<file path="src/rtl/kaiserlake_pipe_pkg.sv">
// Shared types and constants for the Kaiserlake pipeline control blocks.
package kaiserlake_pipe_pkg;

  typedef enum logic [1:0] {RUN, MEMWAIT, FLUSH} state_t;

  typedef struct packed {
    logic       valid;
    logic [2:0] rd;
    logic       load;
  } sb_entry_t;

  localparam int unsigned USED_RM = 2;
  localparam int unsigned USED_RN = 1;
  localparam int unsigned USED_RD = 0;

  // A bubble carries no register usage, so it never enters the scoreboard.
  localparam logic [2:0] NOP_USED = '0;
  localparam sb_entry_t  SB_EMPTY = '0;

  function automatic logic src_match(sb_entry_t e, logic [2:0] used,
                                     logic [2:0] rm, logic [2:0] rn);
    return e.valid & ((used[USED_RM] & (rm == e.rd)) |
                      (used[USED_RN] & (rn == e.rd)));
  endfunction

endpackage

</file>
<file path="src/rtl/pipeline_hazard_ctrl_if.sv">
// Decode/branch/memory status in, per-stage update enables and stall counter out.
interface pipeline_hazard_ctrl_if;
  logic        dec_valid;
  logic [2:0]  dec_num_Rm;
  logic [2:0]  dec_num_Rn;
  logic [2:0]  dec_num_Rd;
  logic [2:0]  dec_used;
  logic        dec_loads;
  logic        br_taken;
  logic        mem_req;
  logic        mem_ready;
  logic        update_front;
  logic        update_readreg;
  logic        bubble;
  logic        update_back;
  logic [15:0] stall_cnt;

  modport master (
    output dec_valid, dec_num_Rm, dec_num_Rn, dec_num_Rd, dec_used, dec_loads,
    output br_taken, mem_req, mem_ready,
    input  update_front, update_readreg, bubble, update_back, stall_cnt
  );

  modport slave (
    input  dec_valid, dec_num_Rm, dec_num_Rn, dec_num_Rd, dec_used, dec_loads,
    input  br_taken, mem_req, mem_ready,
    output update_front, update_readreg, bubble, update_back, stall_cnt
  );
endinterface

</file>
<file path="src/rtl/hazard_scoreboard.sv">
// Three-entry shift scoreboard of in-flight writers (readreg/execute/memory)
// with source matching against the decode instruction.
module hazard_scoreboard #(
  parameter bit FWD_EN = 1'b1
) (
  input  logic       clk,
  input  logic       rst,
  input  logic       advance,
  input  logic       bubble,
  input  logic       dec_valid,
  input  logic [2:0] dec_num_Rm,
  input  logic [2:0] dec_num_Rn,
  input  logic [2:0] dec_num_Rd,
  input  logic [2:0] dec_used,
  input  logic       dec_loads,
  output logic       hazard
);
  import kaiserlake_pipe_pkg::*;

  sb_entry_t  sb_rr, sb_ex, sb_mem;
  logic [2:0] used_eff;
  logic       m_rr, m_ex, m_mem;

  always_comb used_eff = bubble ? NOP_USED : dec_used;

  always_ff @(posedge clk or posedge rst) begin
    if (rst) begin
      sb_rr  <= SB_EMPTY;
      sb_ex  <= SB_EMPTY;
      sb_mem <= SB_EMPTY;
    end else if (advance) begin
      sb_mem <= sb_ex;
      sb_ex  <= sb_rr;
      if (dec_valid & used_eff[USED_RD]) begin
        sb_rr.valid <= 1'b1;
        sb_rr.rd    <= dec_num_Rd;
        sb_rr.load  <= dec_loads;
      end else begin
        sb_rr <= SB_EMPTY;
      end
    end
  end

  always_comb begin
    m_rr  = dec_valid & src_match(sb_rr,  dec_used, dec_num_Rm, dec_num_Rn);
    m_ex  = dec_valid & src_match(sb_ex,  dec_used, dec_num_Rm, dec_num_Rn);
    m_mem = dec_valid & src_match(sb_mem, dec_used, dec_num_Rm, dec_num_Rn);
    // With forwarding only a load still in readreg cannot be bypassed in time.
    hazard = FWD_EN ? (m_rr & sb_rr.load) : (m_rr | m_ex | m_mem);
  end

endmodule

</file>
<file path="src/rtl/pipeline_hazard_ctrl.sv">
// Stall/flush scheduler: memory freeze, branch squash, hazard stall and a
// saturating count of front-end stall cycles.
module pipeline_hazard_ctrl #(
  parameter bit          FWD_EN    = 1'b1,
  parameter int unsigned FLUSH_CYC = 2
) (
  input logic                   clk,
  input logic                   rst,
  pipeline_hazard_ctrl_if.slave bus
);
  import kaiserlake_pipe_pkg::*;

  localparam logic [1:0] FLUSH_LOAD = 2'(FLUSH_CYC);

  state_t      state, nxt_state;
  logic [1:0]  flush_cnt, nxt_flush_cnt, cnt_eff;
  logic        br_pending, nxt_br_pending;
  logic        freeze, br_now, flushing, hazard;
  logic [15:0] stall_cnt_q;

  hazard_scoreboard #(.FWD_EN(FWD_EN)) u_sb (
    .clk        (clk),
    .rst        (rst),
    .advance    (bus.update_back),
    .bubble     (bus.bubble),
    .dec_valid  (bus.dec_valid),
    .dec_num_Rm (bus.dec_num_Rm),
    .dec_num_Rn (bus.dec_num_Rn),
    .dec_num_Rd (bus.dec_num_Rd),
    .dec_used   (bus.dec_used),
    .dec_loads  (bus.dec_loads),
    .hazard     (hazard)
  );

  always_ff @(posedge clk or posedge rst) begin
    if (rst) begin
      state      <= RUN;
      flush_cnt  <= '0;
      br_pending <= 1'b0;
    end else begin
      state      <= nxt_state;
      flush_cnt  <= nxt_flush_cnt;
      br_pending <= nxt_br_pending;
    end
  end

  always_comb begin
    freeze   = bus.mem_req & ~bus.mem_ready;
    br_now   = bus.br_taken | br_pending;
    // MEMWAIT keeps the flush count, so a nonzero count means a flush resumes.
    flushing = br_now | (state == FLUSH) | ((state == MEMWAIT) & (flush_cnt != '0));
    cnt_eff  = br_now ? FLUSH_LOAD : flush_cnt;

    nxt_state          = state;
    nxt_flush_cnt      = flush_cnt;
    nxt_br_pending     = br_pending;
    bus.update_front   = 1'b0;
    bus.update_readreg = 1'b0;
    bus.bubble         = 1'b0;
    bus.update_back    = 1'b0;

    if (!rst) begin
      if (freeze) begin
        nxt_state      = MEMWAIT;
        nxt_br_pending = br_pending | bus.br_taken;
      end else begin
        nxt_br_pending     = 1'b0;
        bus.update_readreg = 1'b1;
        bus.update_back    = 1'b1;
        if (flushing) begin
          bus.bubble       = 1'b1;
          bus.update_front = 1'b1;
          nxt_flush_cnt    = cnt_eff - 2'd1;
          nxt_state        = (cnt_eff == 2'd1) ? RUN : FLUSH;
        end else begin
          nxt_state        = RUN;
          bus.bubble       = hazard;
          bus.update_front = ~hazard;
        end
      end
    end
  end

  always_ff @(posedge clk or posedge rst) begin
    if (rst)
      stall_cnt_q <= '0;
    else if (!bus.update_front && (stall_cnt_q != '1))
      stall_cnt_q <= stall_cnt_q + 16'd1;
  end

  always_comb bus.stall_cnt = stall_cnt_q;

endmodule

</file>
<file path="src/flat_wrapper.sv">
// flat-port wrapper written by rule: the top's interface ports become plain ports
module pipeline_hazard_ctrl_flat import kaiserlake_pipe_pkg::*;
#(
  parameter bit          FWD_EN    = 1'b1,
  parameter int unsigned FLUSH_CYC = 2
)
  (clk, rst, bus_dec_valid, bus_dec_num_Rm, bus_dec_num_Rn, bus_dec_num_Rd, bus_dec_used, bus_dec_loads, bus_br_taken, bus_mem_req, bus_mem_ready, bus_update_front, bus_update_readreg, bus_bubble, bus_update_back, bus_stall_cnt);
  pipeline_hazard_ctrl_if bus_i ();
  input logic clk;
  input logic rst;
  input wire logic [$bits(bus_i.dec_valid)-1:0] bus_dec_valid;
  input wire logic [$bits(bus_i.dec_num_Rm)-1:0] bus_dec_num_Rm;
  input wire logic [$bits(bus_i.dec_num_Rn)-1:0] bus_dec_num_Rn;
  input wire logic [$bits(bus_i.dec_num_Rd)-1:0] bus_dec_num_Rd;
  input wire logic [$bits(bus_i.dec_used)-1:0] bus_dec_used;
  input wire logic [$bits(bus_i.dec_loads)-1:0] bus_dec_loads;
  input wire logic [$bits(bus_i.br_taken)-1:0] bus_br_taken;
  input wire logic [$bits(bus_i.mem_req)-1:0] bus_mem_req;
  input wire logic [$bits(bus_i.mem_ready)-1:0] bus_mem_ready;
  output wire logic [$bits(bus_i.update_front)-1:0] bus_update_front;
  output wire logic [$bits(bus_i.update_readreg)-1:0] bus_update_readreg;
  output wire logic [$bits(bus_i.bubble)-1:0] bus_bubble;
  output wire logic [$bits(bus_i.update_back)-1:0] bus_update_back;
  output wire logic [$bits(bus_i.stall_cnt)-1:0] bus_stall_cnt;
  assign bus_i.dec_valid = bus_dec_valid;
  assign bus_i.dec_num_Rm = bus_dec_num_Rm;
  assign bus_i.dec_num_Rn = bus_dec_num_Rn;
  assign bus_i.dec_num_Rd = bus_dec_num_Rd;
  assign bus_i.dec_used = bus_dec_used;
  assign bus_i.dec_loads = bus_dec_loads;
  assign bus_i.br_taken = bus_br_taken;
  assign bus_i.mem_req = bus_mem_req;
  assign bus_i.mem_ready = bus_mem_ready;
  assign bus_update_front = bus_i.update_front;
  assign bus_update_readreg = bus_i.update_readreg;
  assign bus_bubble = bus_i.bubble;
  assign bus_update_back = bus_i.update_back;
  assign bus_stall_cnt = bus_i.stall_cnt;
  pipeline_hazard_ctrl #(.FWD_EN(FWD_EN), .FLUSH_CYC(FLUSH_CYC)) u_core (.clk(clk), .rst(rst), .bus(bus_i));
endmodule
</file>
<file path="config.mk">
export PLATFORM = sky130hd
export DESIGN_NAME = pipeline_hazard_ctrl_flat
export DESIGN_NICKNAME = d
export VERILOG_FILES = /design/src/rtl/kaiserlake_pipe_pkg.sv /design/src/rtl/pipeline_hazard_ctrl_if.sv /design/src/rtl/hazard_scoreboard.sv /design/src/rtl/pipeline_hazard_ctrl.sv /design/src/flat_wrapper.sv
export SDC_FILE = /design/constraint.sdc
export NUM_CORES = 1
export LEC_CHECK = 0
export ABC_CLOCK_PERIOD_IN_PS = 2000
export CORE_UTILIZATION = 33
export CTS_BUF_LIST = sky130_fd_sc_hd__clkbuf_2
export DETAILED_ROUTE_END_ITERATION = 8
export HOLD_SLACK_MARGIN = 0.15
export PLACE_DENSITY = 0.66
export SLEW_MARGIN = 20
export SYNTH_ARGS = -nofsm -noshare
export SYNTH_HDL_FRONTEND = slang
export SYNTH_HIERARCHICAL = 1
export SYNTH_SLANG_ARGS = --single-unit
</file>
<file path="constraint.sdc">
create_clock -name clk -period 2 [get_ports clk]
set_input_delay 0.3 -clock clk [delete_from_list [all_inputs] [get_ports clk]]
set_output_delay 0.3 -clock clk [all_outputs]
set_load 0.05 [all_outputs]
</file>
==> results of run 1 <==
## worst max path at each step
stage | to | cells after the start | from
after floorplan | u_core/bus.stall_cnt[15] | 7 | u_core/u_sb/sb_rr[1]
after global placement | u_core/bus.stall_cnt[15] | 8 | bus_dec_num_Rm[0]
after detailed placement | u_core/bus.stall_cnt[15] | 8 | bus_dec_num_Rm[0]
after CTS | bus_update_front | 6 | u_core/u_sb/sb_rr[1]
after global routing | bus_update_front | 6 | u_core/u_sb/sb_rr[2]
final | bus_update_front | 6 | u_core/u_sb/sb_rr[3]
## state kept, by name, indices dropped and copies added (netlist names)
name / count
u_core/state: 2
u_core/flush_cnt: 2
u_core/bus.stall_cnt: 16
u_core/br_pending: 1
u_core/u_sb/sb_rr: 5
## tightest hold or removal path, cell delays in order
cell and delay [ns]:
clkdlybuf4s50_1 0.49, buf_4 0.19, inv_1 0.15
## stage by stage
step	total power (W)	area [um2]	hold slack [ns]	setup slack [ns]
2_1_floorplan	0.001234	1379	0.07852	0.05479
3_3_place_gp	0.001490	1902	0.4779	-0.2966
3_5_place_dp	0.001517	1902	0.4884	-0.3337
4_1_cts	0.001720	1947	0.3990	-0.1234
5_1_grt	0.001807	1999	0.3822	-0.2494
6_report	0.001694	1999	0.4135	-0.08854
## what timing repair did
item / 4_1_cts / 5_1_grt
buffers inserted: 3 / 2
hold buffers: 0 / 0
pin swaps: 10 / 3
gates resized for setup: 4 / 10
endpoints found under the setup margin: 5 / 28
## layout make-up
type / instances / share of cell area [%]
sequential: 26 / 32.67
multi-input combinational: 91 / 35.04
clock buffer: 4 / 1.001
inverter: 5 / 0.9387
timing repair buffer: 51 / 27.22
tap: 50 / 3.129
## power by group
group / total (W) / switching, W / internal [W]
logic: 0.000749 / 0.000439 / 0.000310
clock network: 0.000193 / 0.000140 / 0.0000529
registers: 0.000752 / 0.000126 / 0.000626
total: 0.00169 / 0.000705 / 0.000989
## metal layers
metal | global-route usage, % | wire (um) | up-vias
met5 | 0 | 0 | -
met4 | 5.053 | 28 | 0
met3 | 3.448 | 175 | 4
met2 | 27.55 | 1581 | 24
met1 | 18.30 | 1326 | 561
li1 | - | - | 548
## synth_stat cells, types with 2 or more instances
library cell,instances
inv_1,4
dfrtp_1,26
a21oi_1,5
and2_1,2
and3_1,3
a22o_1,4
nand3_1,8
o21ai_0,2
nor3_1,2
nand2b_1,2
mux2_1,2
nand2_1,10
xnor2_1,16
nand4_1,9
a31oi_1,2
nor2_1,3
ha_1,2
a21oi_4,2
## kinds of logic after synthesis
kind of cell / Yosys count / synth area share (%)
and+or+nand+nor: 48 / 21.36
buffers and inverters: 6 / 1.924
adders and majority gates: 2 / 1.833
DFF: 26 / 47.66
xor gates and xnor gates: 17 / 10.91
muxes: 4 / 3.574
AOI/OAI and AO/OA: 20 / 12.74
==> metrics, run 1 <==
WP data required 1.70 ns; Nets 199; worst-skew pair later-pin latency 0.33 ns; Min-Delay Path Class in -> async; sequence of cells on the critical path xnor2_1, nand4_1, a21oi_2, o2111ai_4, and2_4, buf_6; power density over the cells 847.2 nW/um2; largest cells by area after synthesis dfrtp_1 (48%), xnor2_1 (10%), nand4_1 (4.1%); highest clock frequency the design can meet 478.8 MHz; reg2reg start u_core/u_sb/sb_rr[3]; sort of element at the start of the critical path flip-flop; Synthesis Warnings 6; synthesized netlist net count 144; post-synthesis register bit count 26; fraction of the core area covered by cells at the end of the flow 50.35%; height of the die 66.32 um; TritonCTS clock tree yes; Antenna Cells 0; CTS Buffer Depth 2; cell taking the most area after synthesis dfrtp_1; Antenna Nets Post-Route 0; slack of the worst reg-to-reg path 0.02 ns; total number of H-tree levels 1; leading cell type in the layout, fill and taps excluded dfrtp_1; Initial Utilization 34.37%; number of I/O pins 39; aggregate global routing overflow 0; Yosys cell types 37; worst-path cell with the longest stage delay dfrtp_1; max-slew headroom at the worst pin 66.18%; unrepaired setup endpoints after global routing true; VDD IR-drop max 820.1 uV; number of detailed-routing iterations run before antenna repair 4; number of slew-limit violations in the final report 0; cell at the root of the clock tree clkbuf_2; dpl cells 218; core outline area 3971 um2; summed instance area of the synthesized netlist 1365 um2; average wire per standard cell 13.70 um; combined global-route utilization of all metal layers 15.51%; number of failing setup endpoints in the final timing report 1; Multi-input gate area 700.7 um2; number of buffer cells added on primary ports 38; number of buffers created by CTS 3; Die Area 4398 um2; result of the run complete, but fails checks; final worst path period share 104.4%; most frequent cells in the layout dfrtp_1 (24), clkdlybuf4s50_1 (22), xnor2_1 (16); routed via count divided by cell count 5.009; clock skew 0.01311 ns; Gate Count Post-Synth 123; final total negative setup slack -0.08854 ns; area added between synthesis and finish 46.47%; max incr delay on CP 0.47 ns; CP Data Arrival Time 1.79 ns; maximum fanout along the worst path 3; overall die width 66.32 um; transition at the pin with the smallest max-transition slack 0.5064 ns; sequential element share of the synthesized area 47.66%; Synth Flop Type dfrtp_1; Worst Slack Setup Final -0.08854 ns; worst path buffer plus inverter count 1; Synth Area per Inst 11.10 um2; Seq. cell area 653.1 um2; HPWL after DPL 2.358 mm; aggregate routed wire length 3.111 mm; violation count after the first detailed-route iteration 18; GPL Wtd Cong 0.7849; Post-synth EDFFs 0; Pleak 0.9788 nW; final critical-path required period 2.089 ns; maxcap violations 0; number of fill cells in the layout 368; largest net degree at the start of global routing 22; clock sink count 26; post-layout instance count excluding filler cells 227; count of unresolved DRC violations after routing 0; antenna violations before repair 0; # rows 23; hold violation count in the final report 0; vias in the first global route 1204; endpoint of the worst-slack reg-to-reg timing path u_core/bus.stall_cnt[14]; share of cells above drive strength 1 22.60%; kind of capture point of the worst setup path output port; post-synth top area share 47.66%; violations in the final reports setup timing; critical path's top delay family flip-flops; Clock Pin Slew Worst Setup and Hold Paths 0.21 ns; CP Class reg -> out; total number of vias 1137; share of async-settable or async-resettable flops after synthesis 100.0%; cell depth of the worst flop-to-flop path 8; wire length of the first global-routing pass 5.209 mm
Power figures use the tool's default switching activity.
==> inputs of run 2 (changes only) <==
--- a/config.mk
+++ b/config.mk
@@ -6,11 +6,13 @@
 export NUM_CORES = 1
 export LEC_CHECK = 0
 export ABC_CLOCK_PERIOD_IN_PS = 2000
+export CELL_PAD_IN_SITES_DETAIL_PLACEMENT = 0
+export CELL_PAD_IN_SITES_GLOBAL_PLACEMENT = 1
 export CORE_UTILIZATION = 33
-export CTS_BUF_LIST = sky130_fd_sc_hd__clkbuf_2
+export CTS_BUF_LIST = sky130_fd_sc_hd__clkbuf_4 sky130_fd_sc_hd__clkbuf_8
 export DETAILED_ROUTE_END_ITERATION = 8
 export HOLD_SLACK_MARGIN = 0.15
-export PLACE_DENSITY = 0.66
+export PLACE_DENSITY = 0.81
 export SLEW_MARGIN = 20
 export SYNTH_ARGS = -nofsm -noshare
 export SYNTH_HDL_FRONTEND = slang
==> metrics, run 2 (synthesis gave the netlist of run 1 again) <==
result of the run complete, but fails checks; violations in the final reports setup timing; combined global-route utilization of all metal layers 15.72% (+0.21 points); aggregate routed wire length 3.178 mm (+2.2%); number of I/O pins 39 (unchanged); Worst Slack Setup Final -0.07476 ns (+0.01378 ns); placement-stage cell area 1917 um2 (+0.79%); number of detailed-routing iterations run before antenna repair 4 (unchanged); Antenna Nets Post-Route 0 (unchanged); clock sink count 26 (unchanged); reg2reg start u_core/u_sb/sb_rr[3]; worst-path cell with the longest stage delay clkdlybuf4s50_1; number of buffers created by CTS 3 (unchanged); aggregate global routing overflow 0 (unchanged); cell at the root of the clock tree clkbuf_8; # rows 23 (unchanged); VDD IR-drop max 968.7 uV (+18%); post-layout instance count excluding filler cells 228 (+0.44%); CP Class in -> out; core outline area 3971 um2 (unchanged); register share of total power 38.8% (-5.6 points); internal power consumption 0.001219 W (+23%); number of failing setup endpoints in the final timing report 4 (+3); number of buffer cells added on primary ports 38 (unchanged); most frequent cells in the layout clkdlybuf4s50_1 (31), dfrtp_1 (23), xnor2_1 (15); GPL Wtd Cong 0.7890 (+0.52%); final critical-path required period 2.075 ns (-0.01378 ns); max-slew headroom at the worst pin 66.11% (-0.070 points); Initial Utilization 34.37% (unchanged); average wire per standard cell 13.94 um (+1.7%); wire length of the first global-routing pass 5.237 mm (+0.54%); height of the die 66.32 um (unchanged); Die Area 4398 um2 (unchanged); worst-skew pair later-pin latency 0.27 ns (-0.06 ns); net switching power figure 0.0007343 W (+4.2%); Clock Pin Slew Worst Setup and Hold Paths 0.09 ns (-0.12 ns); maxcap violations 0 (unchanged); routed via count divided by cell count 4.956 (-1.1%); total number of vias 1130 (-0.62%); sort of element at the start of the critical path input port; TritonCTS clock tree yes; number of slew-limit violations in the final report 0 (unchanged); Fin Hold WS 0.4552 ns (+0.04170 ns); total number of H-tree levels 1 (unchanged); endpoint of the worst-slack reg-to-reg timing path u_core/bus.stall_cnt[14]; CTS Buffer Depth 2 (unchanged); vias in the first global route 1150 (-4.5%); CP Data Arrival Time 1.77 ns (-0.02 ns); worst path buffer plus inverter count 2 (+1); hold violation count in the final report 0 (unchanged); Antenna Cells 0 (unchanged); kind of capture point of the worst setup path output port; number of flip-flops in the largest register 16 (unchanged); slack of the worst reg-to-reg path -0.04 ns (-0.06 ns); largest net degree at the start of global routing 22 (unchanged); final design instance area without fill 2059 um2 (+3.0%); switching part of the total power 37.59% (-4.0 points); share of cells above drive strength 1 24.72% (+2.1 points); max incr delay on CP 0.50 ns (+0.03 ns); portion of total power attributed to the clock network 22.3% (+11 points); overall die width 66.32 um (unchanged); dpl cells 220 (+0.92%); final total negative setup slack -0.1379 ns (-0.04933 ns); WP data required 1.70 ns (about the same); area added between synthesis and finish 50.87%; overall power consumption 0.001953 W (+15%); final worst path period share 103.7% (-0.69 points); count of unresolved DRC violations after routing 0 (unchanged); sequence of cells on the critical path clkdlybuf4s50_1, xnor2_1, nand4_1, a21oi_2, o2111ai_4, and2_4, buf_8; Nets 200 (+0.50%); highest clock frequency the design can meet 482.0 MHz (+0.66%); power density over the cells 948.5 nW/um2 (+12%); violation count after the first detailed-route iteration 12 (-6); maximum fanout along the worst path 2 (-1); Pleak 0.8605 nW (-12%); Combinational Power Share 38.9% (-5.3 points); cell depth of the worst flop-to-flop path 8 (unchanged); critical path's top delay family buffers and inverters; antenna violations before repair 0 (unchanged); clock skew 0.008632 ns (-0.004475 ns); transition at the pin with the smallest max-transition slack 0.5067 ns (+0.0002896 ns); HPWL after DPL 2.380 mm (+0.94%); unrepaired setup endpoints after global routing true; Min-Delay Path Class in -> async; leading cell type in the layout, fill and taps excluded clkdlybuf4s50_1
==> run 2: worst max-delay path by stage <==
stage | cells after the start | to | start | slack (ns)
3_5_place_dp | 8 | u_core/bus.stall_cnt[15] | bus_dec_num_Rn[1] | -0.36
5_1_grt | 6 | bus_update_front | u_core/u_sb/sb_rr[3] | -0.15
6_report | 7 | bus_update_front | bus_dec_num_Rm[1] | -0.07
3_3_place_gp | 8 | u_core/bus.stall_cnt[15] | bus_dec_num_Rm[0] | -0.29
2_1_floorplan | 7 | u_core/bus.stall_cnt[15] | u_core/u_sb/sb_rr[1] | 0.05
4_1_cts | 6 | bus_update_front | u_core/u_sb/sb_rr[1] | -0.07
==> run 2: area by class of cell <==
class                           instances  area [um2]
Sequential cell                        26       654.4
Fill cell                             347        1912
Clock inverter                          1       30.03
Timing Repair Buffer                   52       533.0
Clock buffer                            3       41.29
Multi-Input combinational cell         91       719.4
Tap cell                               50       62.56
Inverter                                5       18.77
==> run 2: metal layers <==
layer	share of wire, %	global-route usage, %	wire [um]	up-vias
met2	48	26.66	1519	35
met3	6.2	3.276	197	5
met5	0	0	0	-
met4	1.4	5.585	43	0
met1	45	19.57	1417	541
li1	-	-	-	549
==> run 2: repair_timing <==
item / in CTS / in global routing
setup buffers: 4 / 0
pin swaps: 7 / 4
endpoints found under the setup margin: 4 / 18
resized for setup: 6 / 4
hold buffers: 0 / 0
==> run 2: worst register-to-register path, delay by kind of cell (launching register included) <==
kind / cells / cell delay, ns
xor+xnor: 1 / 0.17
compound gates: 3 / 0.53
mux: 1 / 0.32
simple gates: 2 / 0.26
buf+inv: 1 / 0.18
flops: 1 / 0.46
==> run 2: power groups by stage <==
stage | logic [W] | clock network (W) | registers, W
5_1_grt | 0.000802 | 0.000470 | 0.000772
3_5_place_dp | 0.000752 | 0 | 0.000767
4_1_cts | 0.000768 | 0.000448 | 0.000757
3_3_place_gp | 0.000736 | 0 | 0.000757
6_report | 0.000760 | 0.000435 | 0.000758
2_1_floorplan | 0.000260 | 0 | 0.000974
==> run 2: metrics by stage <==
step           utilization, %  worst slack, ns
6_report                51.86         -0.07476
3_3_place_gp            48.27          -0.2913
3_5_place_dp            48.27          -0.3627
5_1_grt                 51.86          -0.1479
2_1_floorplan               -          0.05479
4_1_cts                 51.45         -0.07062
==> patch: new RTL, settings of run 1 <==
`FWD_EN` is set to 1'b1 in 3 places; all go to 1'b0.
--- a/src/rtl/hazard_scoreboard.sv
+++ b/src/rtl/hazard_scoreboard.sv
@@ -1,7 +1,7 @@
 // Three-entry shift scoreboard of in-flight writers (readreg/execute/memory)
 // with source matching against the decode instruction.
 module hazard_scoreboard #(
-  parameter bit FWD_EN = 1'b1
+  parameter bit FWD_EN = 1'b0
 ) (
   input  logic       clk,
   input  logic       rst,
--- a/src/rtl/pipeline_hazard_ctrl.sv
+++ b/src/rtl/pipeline_hazard_ctrl.sv
@@ -1,7 +1,7 @@
 // Stall/flush scheduler: memory freeze, branch squash, hazard stall and a
 // saturating count of front-end stall cycles.
 module pipeline_hazard_ctrl #(
-  parameter bit          FWD_EN    = 1'b1,
+  parameter bit          FWD_EN    = 1'b0,
   parameter int unsigned FLUSH_CYC = 2
 ) (
   input logic                   clk,
--- a/src/flat_wrapper.sv
+++ b/src/flat_wrapper.sv
@@ -1,7 +1,7 @@
 // flat-port wrapper written by rule: the top's interface ports become plain ports
 module pipeline_hazard_ctrl_flat import kaiserlake_pipe_pkg::*;
 #(
-  parameter bit          FWD_EN    = 1'b1,
+  parameter bit          FWD_EN    = 1'b0,
   parameter int unsigned FLUSH_CYC = 2
 )
   (clk, rst, bus_dec_valid, bus_dec_num_Rm, bus_dec_num_Rn, bus_dec_num_Rd, bus_dec_used, bus_dec_loads, bus_br_taken, bus_mem_req, bus_mem_ready, bus_update_front, bus_update_readreg, bus_bubble, bus_update_back, bus_stall_cnt);
Function: changed (a bounded check fails within 4 cycles, from zero or initial values and one cycle with rst high).
==> patch against run 1 <==
- the run still ends with negative setup slack left
- via count increased by 23%
- final cell count increased by 31%
- combinational power increased by 14%
- register-to-register slack got worse by 0.36 ns
- sequential cell count increased by 7
- synthesized area increased by 31%
- design area increased by 29%
- total power increased by 24%
- non-clock buffer count increased by 10
- routed wire length increased by 30%
- worst setup slack got worse by 0.31 ns
- critical path type unchanged
- largest cell class unchanged
==> patch: results (changes against run 1) <==
* Post-Place Cell Area at 0.002412 sq mm (was 0.001902 sq mm)
* Post-Place Cells at 282 (was 218)
* Slew @ Worst Pin at 0.5069 ns (was 0.5064 ns)
* RePlAce Congestion at 0.8239 (was 0.7849)
* Area Overhead vs Synth at 44.39% (was 46.47%)
* Worst vdd rail ir drop at 1.031 mV (was 0.8201 mV)
* Crit path arrival time at 2.10 ns (was 1.79 ns)
* Synth Area in Adders at 1.403% (was 1.833%)
* Register-to-Register Path Depth at 11 (was 8)
* Number of fill cells at 476 (was 368)
* Status: finished, violations left (unchanged)
* Vias in the first global route at 1420 (was 1204)
* Xor and xnor area share after synthesis at 14.24% (was 10.91%)
* Mapped Nets at 183 (was 144)
* First-pass GRT wire length at 6575 um (was 5209 um)
* Clock network power at 312 uW (was 193 uW)
* Final setup viols at 18 (was 1)
* CTS clk-pin slew, worst paths at 0.18 ns (was 0.21 ns)
* Synth Area per Inst at 11.01 sq um (was 11.10 sq um)
* Drt wl/cell at 13.59 um (was 13.70 um)
* Nets at 248 (was 199)
* Clk_lat worst skew at 0.37 ns (was 0.33 ns)
* Fraction of layout cells with a size suffix above 1 at 28.07% (was 22.60%)
* FF-to-FF Start: u_core/u_sb/sb_rr[1]$_DFFE_PP0P_ (was u_core/u_sb/sb_rr[3]$_DFFE_PP0P_)
* DR vias/cell at 4.695 (was 5.009)
* Htree depth at 2 (was 1)
* Post-synthesis sequential area ratio at 46.28% (was 47.66%)
* Reg-to-reg slack, setup at -0.34 ns (was 0.02 ns)
* Tot Pwr at 2.105 mW (was 1.694 mW)
* Post-CTS Resized at 20 (was 4)
* Number of DRC markers in iteration 0 at 40 (was 18)
* GRT Resource Usage Total at 15.85% (was 15.51%)
* Post-DP HPWL at 2902 um (was 2358 um)
* Combinational Power Share at 40.5% (was 44.2%)
* Switching share of power at 41.11% (was 41.61%)
* Post-place setup slack at -0.5504 ns (was -0.3337 ns)
* # Post-CTS Setup Buffers at 7 (was 3)
* Netlist cell types at 40 (was 37)
* I/O Buffers at 37 (was 38)
* Starting Density at 34.49% (was 34.37%)
* Layout Skew at 0.01294 ns (was 0.01311 ns)
* P_leak at 1.197 nW (was 0.9788 nW)
* Worst setup path endpoint: bus_update_front (unchanged)
* Setup TNS at -4.508 ns (was -0.08854 ns)
* Mux share of post-synthesis cell area at 8.345% (was 3.575%)
* Violated checks: negative setup slack (unchanged)
* Final worst slack at -0.3993 ns (was -0.08854 ns)
* Compound-Gate Fraction of Synth Area at 9.677% (was 12.74%)
* TritonCTS buffer count at 5 (was 3)
* Final WL at 4049 um (was 3111 um)
==> patch: cell types whose count changed after synthesis, sizes merged, moves of 3 or more <==
cell | run 1 | this run
xnor2 | 16 | 28
mux2 | 4 | 12
dfrtp | 26 | 33
a22o | 4 | 0
nand4 | 10 | 14
inv | 5 | 8
o22ai | 0 | 3
==> patch: critical path, stage by stage, from the launching register on <==
cell and delay [ns]:
dfrtp_1 0.46, xnor2_1 0.21, nand4_1 0.14, a21oi_1 0.15, o31a_1 0.21, o2111ai_4 0.13
and2_4 0.19, buf_6 0.11, buf_12 0.14
==> patch: layout make-up <==
type,instances,share of cell area (%)
multi-input cells,118,36.96
clock inverters,3,0.6799
inverters,8,1.166
well taps,70,3.400
clock buffers,5,0.9713
flip-flops and latches,33,32.15
repair buffers,61,24.67
==> patch: layer usage <==
metal / vias to the layer above / track usage, % / part of all wire, %
met5: - / 0 / 0
met4: 0 / 6.173 / 1.5
met3: 5 / 4.101 / 4.6
met2: 30 / 25.99 / 48
met1: 664 / 20.12 / 46
li1: 700 / - / -
